### config.mk
export PLATFORM = sky130hd
export DESIGN_NAME = sprite_dma_ctrl
export DESIGN_NICKNAME = d
export VERILOG_FILES = /design/src/rtl/sprite_dma_pkg.sv /design/src/rtl/sprite_dma_ctrl.sv
export SDC_FILE = /design/constraint.sdc
export NUM_CORES = 1
export LEC_CHECK = 0
export ABC_CLOCK_PERIOD_IN_PS = 3000
export BUFFER_PORTS_ARGS = -buffer_cell sky130_fd_sc_hd__buf_2
export CORE_MARGIN = 3
export CORE_UTILIZATION = 42
export DETAILED_ROUTE_END_ITERATION = 10
export MAX_ROUTING_LAYER = met4
export PLACE_DENSITY = 0.75
export SYNTH_ARGS = -nofsm -noshare
export SYNTH_HDL_FRONTEND = slang
export SYNTH_SLANG_ARGS = --single-unit
### constraint.sdc
create_clock -name clk -period 3 [get_ports clk]
set_input_delay 0.6 -clock clk [delete_from_list [all_inputs] [get_ports clk]]
set_output_delay 0.6 -clock clk [all_outputs]
set_load 0.01 [all_outputs]
### src/rtl/sprite_dma_pkg.sv
// Shared types and constants for the sprite attribute RAM DMA sequencer.
//   state_t       : sequencer states (IDLE, RD, WR, CPU, DONE)
//   END_MARKER    : byte value that terminates a sprite list when found in byte 0 of an entry
//   byte_field_w  : width of the byte-within-entry field of a RAM address
package sprite_dma_pkg;

  typedef enum logic [2:0] {
    ST_IDLE,
    ST_RD,
    ST_WR,
    ST_CPU,
    ST_DONE
  } state_t;

  localparam logic [7:0] END_MARKER = 8'hFF;

  // BYTES_PER_SPRITE is a power of two, so the low log2 bits of an address
  // select the byte inside an entry. A value of 1 gives a zero-width field.
  function automatic int byte_field_w(input int bytes_per_sprite);
    return $clog2(bytes_per_sprite);
  endfunction

endpackage

### src/rtl/sprite_dma_ctrl.sv
// Sprite attribute RAM sequencer / arbiter.
// On a dmaon_n request, copies the sprite list from the single-port sprite RAM
// into the line-buffer work RAM one byte per two cycles (RD, WR), stopping at
// the end of the list or at an END_MARKER in byte 0 of an entry, then pulses
// dmaend. The Z80 owns the sprite RAM port whenever no transfer is running and
// is held off with cpu_wait while a transfer owns it.
//
// Optional feature: define SPRITE_DMA_CPU_STEAL_EN to let a pending CPU access
// steal one cycle (CPU state) after each non-final WR.
//
// Ports:
//   clk, rst                         clock, synchronous active-high reset
//   dmaon_n                          transfer request, level, active low
//   dmaend, busy                     end-of-list pulse, transfer in progress
//   cpu_req/we/addr/wdata, cpu_rdata CPU access port (rdata valid cycle after grant)
//   cpu_wait                         CPU stall while request is not granted
//   ram_addr/we/wdata, ram_rdata     sprite RAM port (1-cycle synchronous read)
//   buf_addr/we/wdata                work RAM write port
module sprite_dma_ctrl
  import sprite_dma_pkg::*;
#(
  parameter int NUM_SPRITES      = 32,
  parameter int BYTES_PER_SPRITE = 16,
  parameter int ADDR_W           = 9
) (
  input  logic              clk,
  input  logic              rst,
  input  logic              dmaon_n,
  output logic              dmaend,
  output logic              busy,
  input  logic              cpu_req,
  input  logic              cpu_we,
  input  logic [ADDR_W-1:0] cpu_addr,
  input  logic [7:0]        cpu_wdata,
  output logic [7:0]        cpu_rdata,
  output logic              cpu_wait,
  output logic [ADDR_W-1:0] ram_addr,
  output logic              ram_we,
  output logic [7:0]        ram_wdata,
  input  logic [7:0]        ram_rdata,
  output logic [ADDR_W-1:0] buf_addr,
  output logic              buf_we,
  output logic [7:0]        buf_wdata
);

  localparam int                FIELD_W    = byte_field_w(BYTES_PER_SPRITE);
  localparam logic [ADDR_W-1:0] FIELD_MASK = ADDR_W'((1 << FIELD_W) - 1);
  localparam logic [ADDR_W-1:0] LAST_ADDR  = ADDR_W'(NUM_SPRITES * BYTES_PER_SPRITE - 1);

  state_t            state, state_nxt;
  logic [ADDR_W-1:0] cnt, cnt_nxt;
  logic              armed, armed_nxt;
  logic              grant;        // CPU owns the RAM port this cycle
  logic              rd_pend;      // a CPU read was granted last cycle
  logic [7:0]        rdata_q;
  logic              is_marker;

  assign is_marker = ((cnt & FIELD_MASK) == '0) && (ram_rdata == END_MARKER);

  always_ff @(posedge clk) begin
    if (rst) begin
      state   <= ST_IDLE;
      cnt     <= '0;
      armed   <= 1'b1;
      rd_pend <= 1'b0;
      rdata_q <= 8'h00;
    end else begin
      state   <= state_nxt;
      cnt     <= cnt_nxt;
      armed   <= armed_nxt;
      rd_pend <= grant & ~cpu_we;
      if (rd_pend) rdata_q <= ram_rdata;
    end
  end

  // Read data appears straight from the RAM in the cycle after the grant and
  // is then held, so DMA reads that follow do not disturb what the CPU sees.
  assign cpu_rdata = rd_pend ? ram_rdata : rdata_q;

  always_comb begin
    state_nxt = state;
    cnt_nxt   = cnt;
    // A high sample of dmaon_n re-arms; a level held low never retriggers.
    armed_nxt = armed | dmaon_n;
    grant     = 1'b0;
    busy      = 1'b0;
    dmaend    = 1'b0;
    ram_addr  = '0;
    ram_we    = 1'b0;
    ram_wdata = 8'h00;
    buf_addr  = '0;
    buf_we    = 1'b0;
    buf_wdata = 8'h00;

    case (state)
      ST_IDLE: begin
        grant     = cpu_req;
        ram_addr  = cpu_addr;
        ram_we    = cpu_we & cpu_req;
        ram_wdata = cpu_wdata;
        if (armed && !dmaon_n) begin
          cnt_nxt   = '0;
          armed_nxt = 1'b0;
          state_nxt = ST_RD;
        end
      end
      ST_RD: begin
        busy      = 1'b1;
        ram_addr  = cnt;
        state_nxt = dmaon_n ? ST_IDLE : ST_WR;
      end
      ST_WR: begin
        busy      = 1'b1;
        buf_addr  = cnt;
        buf_wdata = ram_rdata;
        buf_we    = ~is_marker;
        if (dmaon_n) begin
          state_nxt = ST_IDLE;
        end else if (is_marker || cnt == LAST_ADDR) begin
          state_nxt = ST_DONE;
        end else begin
          cnt_nxt = cnt + ADDR_W'(1);
`ifdef SPRITE_DMA_CPU_STEAL_EN
          state_nxt = cpu_req ? ST_CPU : ST_RD;
`else
          state_nxt = ST_RD;
`endif
        end
      end
      ST_CPU: begin
        busy      = 1'b1;
        grant     = cpu_req;
        ram_addr  = cpu_addr;
        ram_we    = cpu_we & cpu_req;
        ram_wdata = cpu_wdata;
        state_nxt = dmaon_n ? ST_IDLE : ST_RD;
      end
      ST_DONE: begin
        dmaend    = 1'b1;
        state_nxt = ST_IDLE;
      end
      default: state_nxt = ST_IDLE;
    endcase

    cpu_wait = cpu_req & ~grant;
  end

endmodule

Word-level counts from Yosys, hierarchy flattened
Index checks and enable logic that the tools add are counted.
{"block": "op_classes", "n_addsub": 1, "n_eq_ne": 9, "n_mux": 22, "bitwise": 7, "reduce_logical": 10}
{"operator": "9-bit two-way mux", "count": 4}
{"operator": "9-bit one-hot mux with 2 select lines", "count": 2}
{"operator": "8-bit two-way mux", "count": 3}
{"operator": "3-bit one-hot mux with 4 select lines", "count": 1}
{"operator": "9-bit by 1-bit adder with 9-bit output, second input constant", "count": 1}
{"operator": "9-bit equality test, second input constant", "count": 1}
{"operator": "9-bit zero test", "count": 1}
{"operator": "3-bit two-way mux", "count": 3}
{"operator": "8-bit equality test, second input constant", "count": 1}
{"operator": "1-bit two-way mux", "count": 8}
{"operator": "3-bit by 2-bit equality test with 1-bit output, second input constant", "count": 2}
{"operator": "2-bit inequality test, second input constant", "count": 3}
{"operator": "4-bit AND reduction", "count": 1}
{"operator": "1-bit AND", "count": 3}
{"operator": "3-bit by 1-bit equality test with 1-bit output, second input constant", "count": 1}
{"operator": "3-bit equality test, second input constant", "count": 1}
{"operator": "3-bit zero test", "count": 1}
{"operator": "1-bit inverter", "count": 3}
{"operator": "3-bit OR reduction", "count": 1}
{"operator": "1-bit logical AND", "count": 2}
{"operator": "2-bit two-way mux", "count": 1}
{"operator": "2-bit nonzero test", "count": 1}
{"operator": "2-bit OR reduction", "count": 1}
{"operator": "1-bit zero test", "count": 1}
{"operator": "2 further kinds", "count": 2}
{"block": "totals", "reg_bits": 22, "output_inout_bits": 47, "elab_cells": 54}

Depth between registers and ports, before layout
{"block": "depth", "word_depth": 6, "mapped_depth": 8, "depth_no_buf": 8}

Worst setup path before layout
OpenSTA, ideal clock, no wires.
{"block": "synth_timing", "path_kind": "register -> output", "startpoint": "register state[1]", "endpoint": "output port ram_addr[2]", "t_arrival_ns": 1.259, "t_required_ns": 2.400, "slack_ns": 1.141, "path_stages_with_launch": 6, "n_path_buf": 2, "cell_sequence": "dfxtp_1 -> buf_6 -> clkbuf_1 -> mux2_2 -> a22oi_1 -> nor2_1"}
{"block": "synth_between", "elab_chain_cells": 3, "word_cells_on_any_way": 5, "cone_classes": "eq/ne: 2; mux: 1; reduce/logical: 2"}
{"item": "from (decl)", "line_no": "sprite_dma_ctrl.sv:50", "rtl": "state_t state, state_nxt;"}
{"item": "from (signal assigned)", "line_no": "sprite_dma_ctrl.sv:68", "rtl": "state <= state_nxt;"}
{"item": "3-bit by 2-bit equality test with 1-bit output or 3-bit zero test (tied branches)", "line_no": "sprite_dma_ctrl.sv:95", "rtl": "case (state)"}
{"item": "2-bit OR reduction (no line)"}
{"item": "9-bit one-hot mux with 2 select lines (*)", "line_no": "sprite_dma_ctrl.sv:95"}
{"item": "to (decl)", "line_no": "sprite_dma_ctrl.sv:37", "rtl": "output logic [ADDR_W-1:0] ram_addr,"}
Mark *: on every way between the ends. The rest lies on a longest branch, timed or not.

Worst setup path after layout
{"block": "layout_timing", "startpoint": "register state[1]", "endpoint": "output port buf_we"}
{"block": "layout_between", "elab_chain_cells": 2}
{"item": "3-bit by 2-bit equality test with 1-bit output", "line_no": "sprite_dma_ctrl.sv:95"}
{"item": "1-bit two-way mux", "line_no": "sprite_dma_ctrl.sv:95"}
{"item": "to (decl)", "line_no": "sprite_dma_ctrl.sv:42", "rtl": "output logic buf_we,"}
No other way between the ends.

==> out/qor.txt <==
============================================================================
Result of the run .............................................    completed
Non-Filler Instances ..........................................          292
Internal power consumption ....................................       496 uW
Routed wire length ............................................      3530 um
Die span in y .................................................      65.1 um
GRT Overall Usage .............................................        17.8%
Clock tree buffer depth .......................................            2
Top-area cell type share of the netlist area ..................        30.1%
First-pass GRT wire length ....................................      5910 um
Initial detailed-routing violation count ......................          106
DR pass1 iterations ...........................................            4
Power density normalized to cell area .........................   349 nW/um2
Clk_lat worst skew ............................................       310 ps
Antenna violations before repair ..............................            0
Via count of the routed design ................................         1430
GR met1 Demand/Resource .......................................        22.7%
Clock root buffer .............................................     clkbuf_4
Min-Delay Startpoint ..........................................       cpu_we
Count of pins over their slew limit ...........................            0
Logic gate share of total power ...............................        19.7%
Most heavily used metal layer in global routing ...............         met2
Setup TNS after final layout ..................................         0 ps
Setup slack of the most critical reg-to-reg path ..............       920 ps
Fraction of layout cells with a size suffix above 1 ...........        41.1%
Most used cells in the layout excluding fill and tap cells .... buf_2 (76), nor2_1 (25), and2_1 (23)
Worst setup path class ........................................ register to output pin
Slew at the pin closest to its max-slew limit .................       708 ps
Nets ..........................................................          282
Hold Violations, Final ........................................            0
Mean Syn Cell Area ............................................     8.23 um2
Netlist Area Pre-Place ........................................     1470 um2
Horizontal extent of the die ..................................      65.1 um
Starting density of the core ..................................        46.1%
Placement Rows ................................................           20
Pin count of the biggest net entering global routing ..........           20
Number of synthesized register bits ...........................           22
Area of the core ..............................................     3180 um2
Max-cap violations ............................................            0
Crit path required time .......................................      2400 ps
Power share of the sequential group ...........................        46.3%
Via-to-Cell Ratio .............................................         4.90
Post-CTS setup-driven buffer insertion count ..................            0
Residual antenna-violating net count after detailed routing ...            0
Clock sink total ..............................................           22
Post-CTS Resized ..............................................            0
Antenna Cells .................................................            0
Capture instance of the worst register-to-register path ....... cnt[2]$_SDFFE_PP0P_
Number of hold buffers added after CTS ........................            0
Area growth, synth to finish ..................................        29.5%
Remaining max-slew budget at the tightest pin .................        52.6%
DP HPWL .......................................................      2730 um
Maximum level of the CTS H-tree ...............................            1
Clock transition at path regs .................................       120 ps
Most common library cell in the layout ignoring fill and taps .        buf_2
Instance area at placement ....................................     1840 um2
Number of ports placed on the die boundary ....................           77
Gate Count Post-Synth .........................................          178
Remaining global-route overflow ...............................            0
Port-buffer cells .............................................           76
Syn nets ......................................................          211
Unrepaired setup endpoints after global routing ...............        false
Hold Path End ................................................. rd_pend$_SDFF_PP0_
Setup crit start kind .........................................     register
Switching share of power ......................................        25.2%
Top achievable clock speed ....................................      386 MHz
Clk pwr share .................................................        34.0%
Cell area after layout ........................................     1900 um2
FF-to-FF path depth ...........................................            5
Die area ......................................................     4230 um2
Worst Path Max Fanout .........................................           19
Total setup violations reported at the end of the flow ........            0
Worst ir drop on vdd ..........................................     0.209 mV
Count of synthesis-stage warnings from yosys ..................            0
DRC viols .....................................................            0
Share of the clock period used by the worst path after layout .        86.4%
Number of global-route vias before repair .....................         1330
Post-layout util ..............................................        59.7%
Avg WL per Cell ...............................................      12.1 um
Worst reg2reg startpoint ...................................... state[1]$_SDFFE_PP0N_
Kind of end point of the critical path ........................   output pin
Library cell with the largest summed area after synthesis .....      dfxtp_1
TritonCTS clock tree ..........................................          yes
Placer's final routability congestion estimate ................        0.766
Final clock skew ..............................................      4.45 ps
Hold Path Cell Cnt ............................................            2
Tmin final ....................................................      2590 ps
Inserted Clock Buffers ........................................            3
Top area cells in the synthesized netlist ..................... dfxtp_1 (30%), mux2_2 (11%), and2_1 (9.8%), nor2_1 (6.4%), a22oi_1 (4.6%)
Post-synthesis cell type count ................................           32
Global routing usage on met3 ..................................        2.43%
Total net switching power .....................................       167 uW
Global-route track usage on met2 ..............................        28.9%
Kind of path behind the tightest hold check ................... input pin to register
Sequential fraction of the synthesis area .....................        30.1%
Final hold slack ..............................................       450 ps
Arr. time, crit path ..........................................      1990 ps
Placed cell count .............................................          288
P_leak ........................................................     0.911 nW
============================================================================
-- how the worst max path moves through the flow --
stage	from	endpoint	slack, ps	cells past startpoint
final	state[1]$_SDFFE_PP0N_	buf_we	410	3
after global routing	state[1]$_SDFFE_PP0N_	ram_we	190	4
after CTS	state[1]$_SDFFE_PP0N_	ram_we	390	4
after detailed placement	state[1]$_SDFFE_PP0N_	ram_we	760	4
after global placement	state[1]$_SDFFE_PP0N_	buf_we	800	3
after floorplan	state[1]$_SDFFE_PP0N_	ram_addr[2]	1140	5
-- state kept, by name, indices dropped and copies added (netlist names) --
register / cells
cnt: 9
rdata_q: 8
state: 3
armed: 1
rd_pend: 1
-- per-stage QoR --
stage	setup slack, ps	power [mW]
global route	190	0.698
CTS	388	0.671
finish	407	0.663
global placement	797	0.443
floorplan	1140	0.389
detailed placement	760	0.445
-- routing by layer --
metal  vias up  routed length [um]
li1        745                   -
met1       631                1680
met2        52                1560
met3         2                 264
met4         0                  24
met5         -                   0
-- synthesized netlist by cell type (all sizes together) --
library cell  number
a21o               1
a21oi              3
a22oi              9
and2              23
and3               1
buf                3
clkbuf             8
dfxtp             22
ha                 3
inv                6
mux2              14
nand2              9
nand3              6
nand4              2
nand4bb            1
nor2              25
nor2b             10
nor3               4
nor3b              2
nor4               5
o21ai              8
o311ai             1
o31a               1
or2                1
or3                2
or3b               1
xnor2              6
xor2               1
-- cell type report --
class,instances,area [um2]
repair buffers,77,388
clock buffers,3,22.5
well taps,44,55.1
flip-flops and latches,22,440
clock inverters,1,30.0
inverters,6,22.5
fillers,307,1280
multi-input cells,139,938
-- worst max-delay path: stages (launching register included) --
cell and delay [ps]:
dfxtp_1 720, or3b_1 640, nor2_1 180, buf_2 150
-- power by group through the flow --
stage                     clock network (mW)  logic [mW]  registers [mW]
final                                  0.226       0.130           0.307
after global placement                     0       0.130           0.313
after global routing                   0.244       0.146           0.308
after floorplan                            0      0.0826           0.307
after detailed placement                   0       0.131           0.313
after CTS                              0.233       0.132           0.307
-- cells by family after synthesis --
kind of cell	count (synthesis)	share of synthesized area (%)
XOR/XNOR	7	4.18
AND/OR/NAND/NOR	92	36.0
multiplexers	14	10.8
buffers and inverters	17	5.89
AO/OA/AOI/OAI	23	10.6
flip-flops	22	30.1
adder cells (fa/ha/maj)	3	2.56
(Power assumes the default switching activity.)
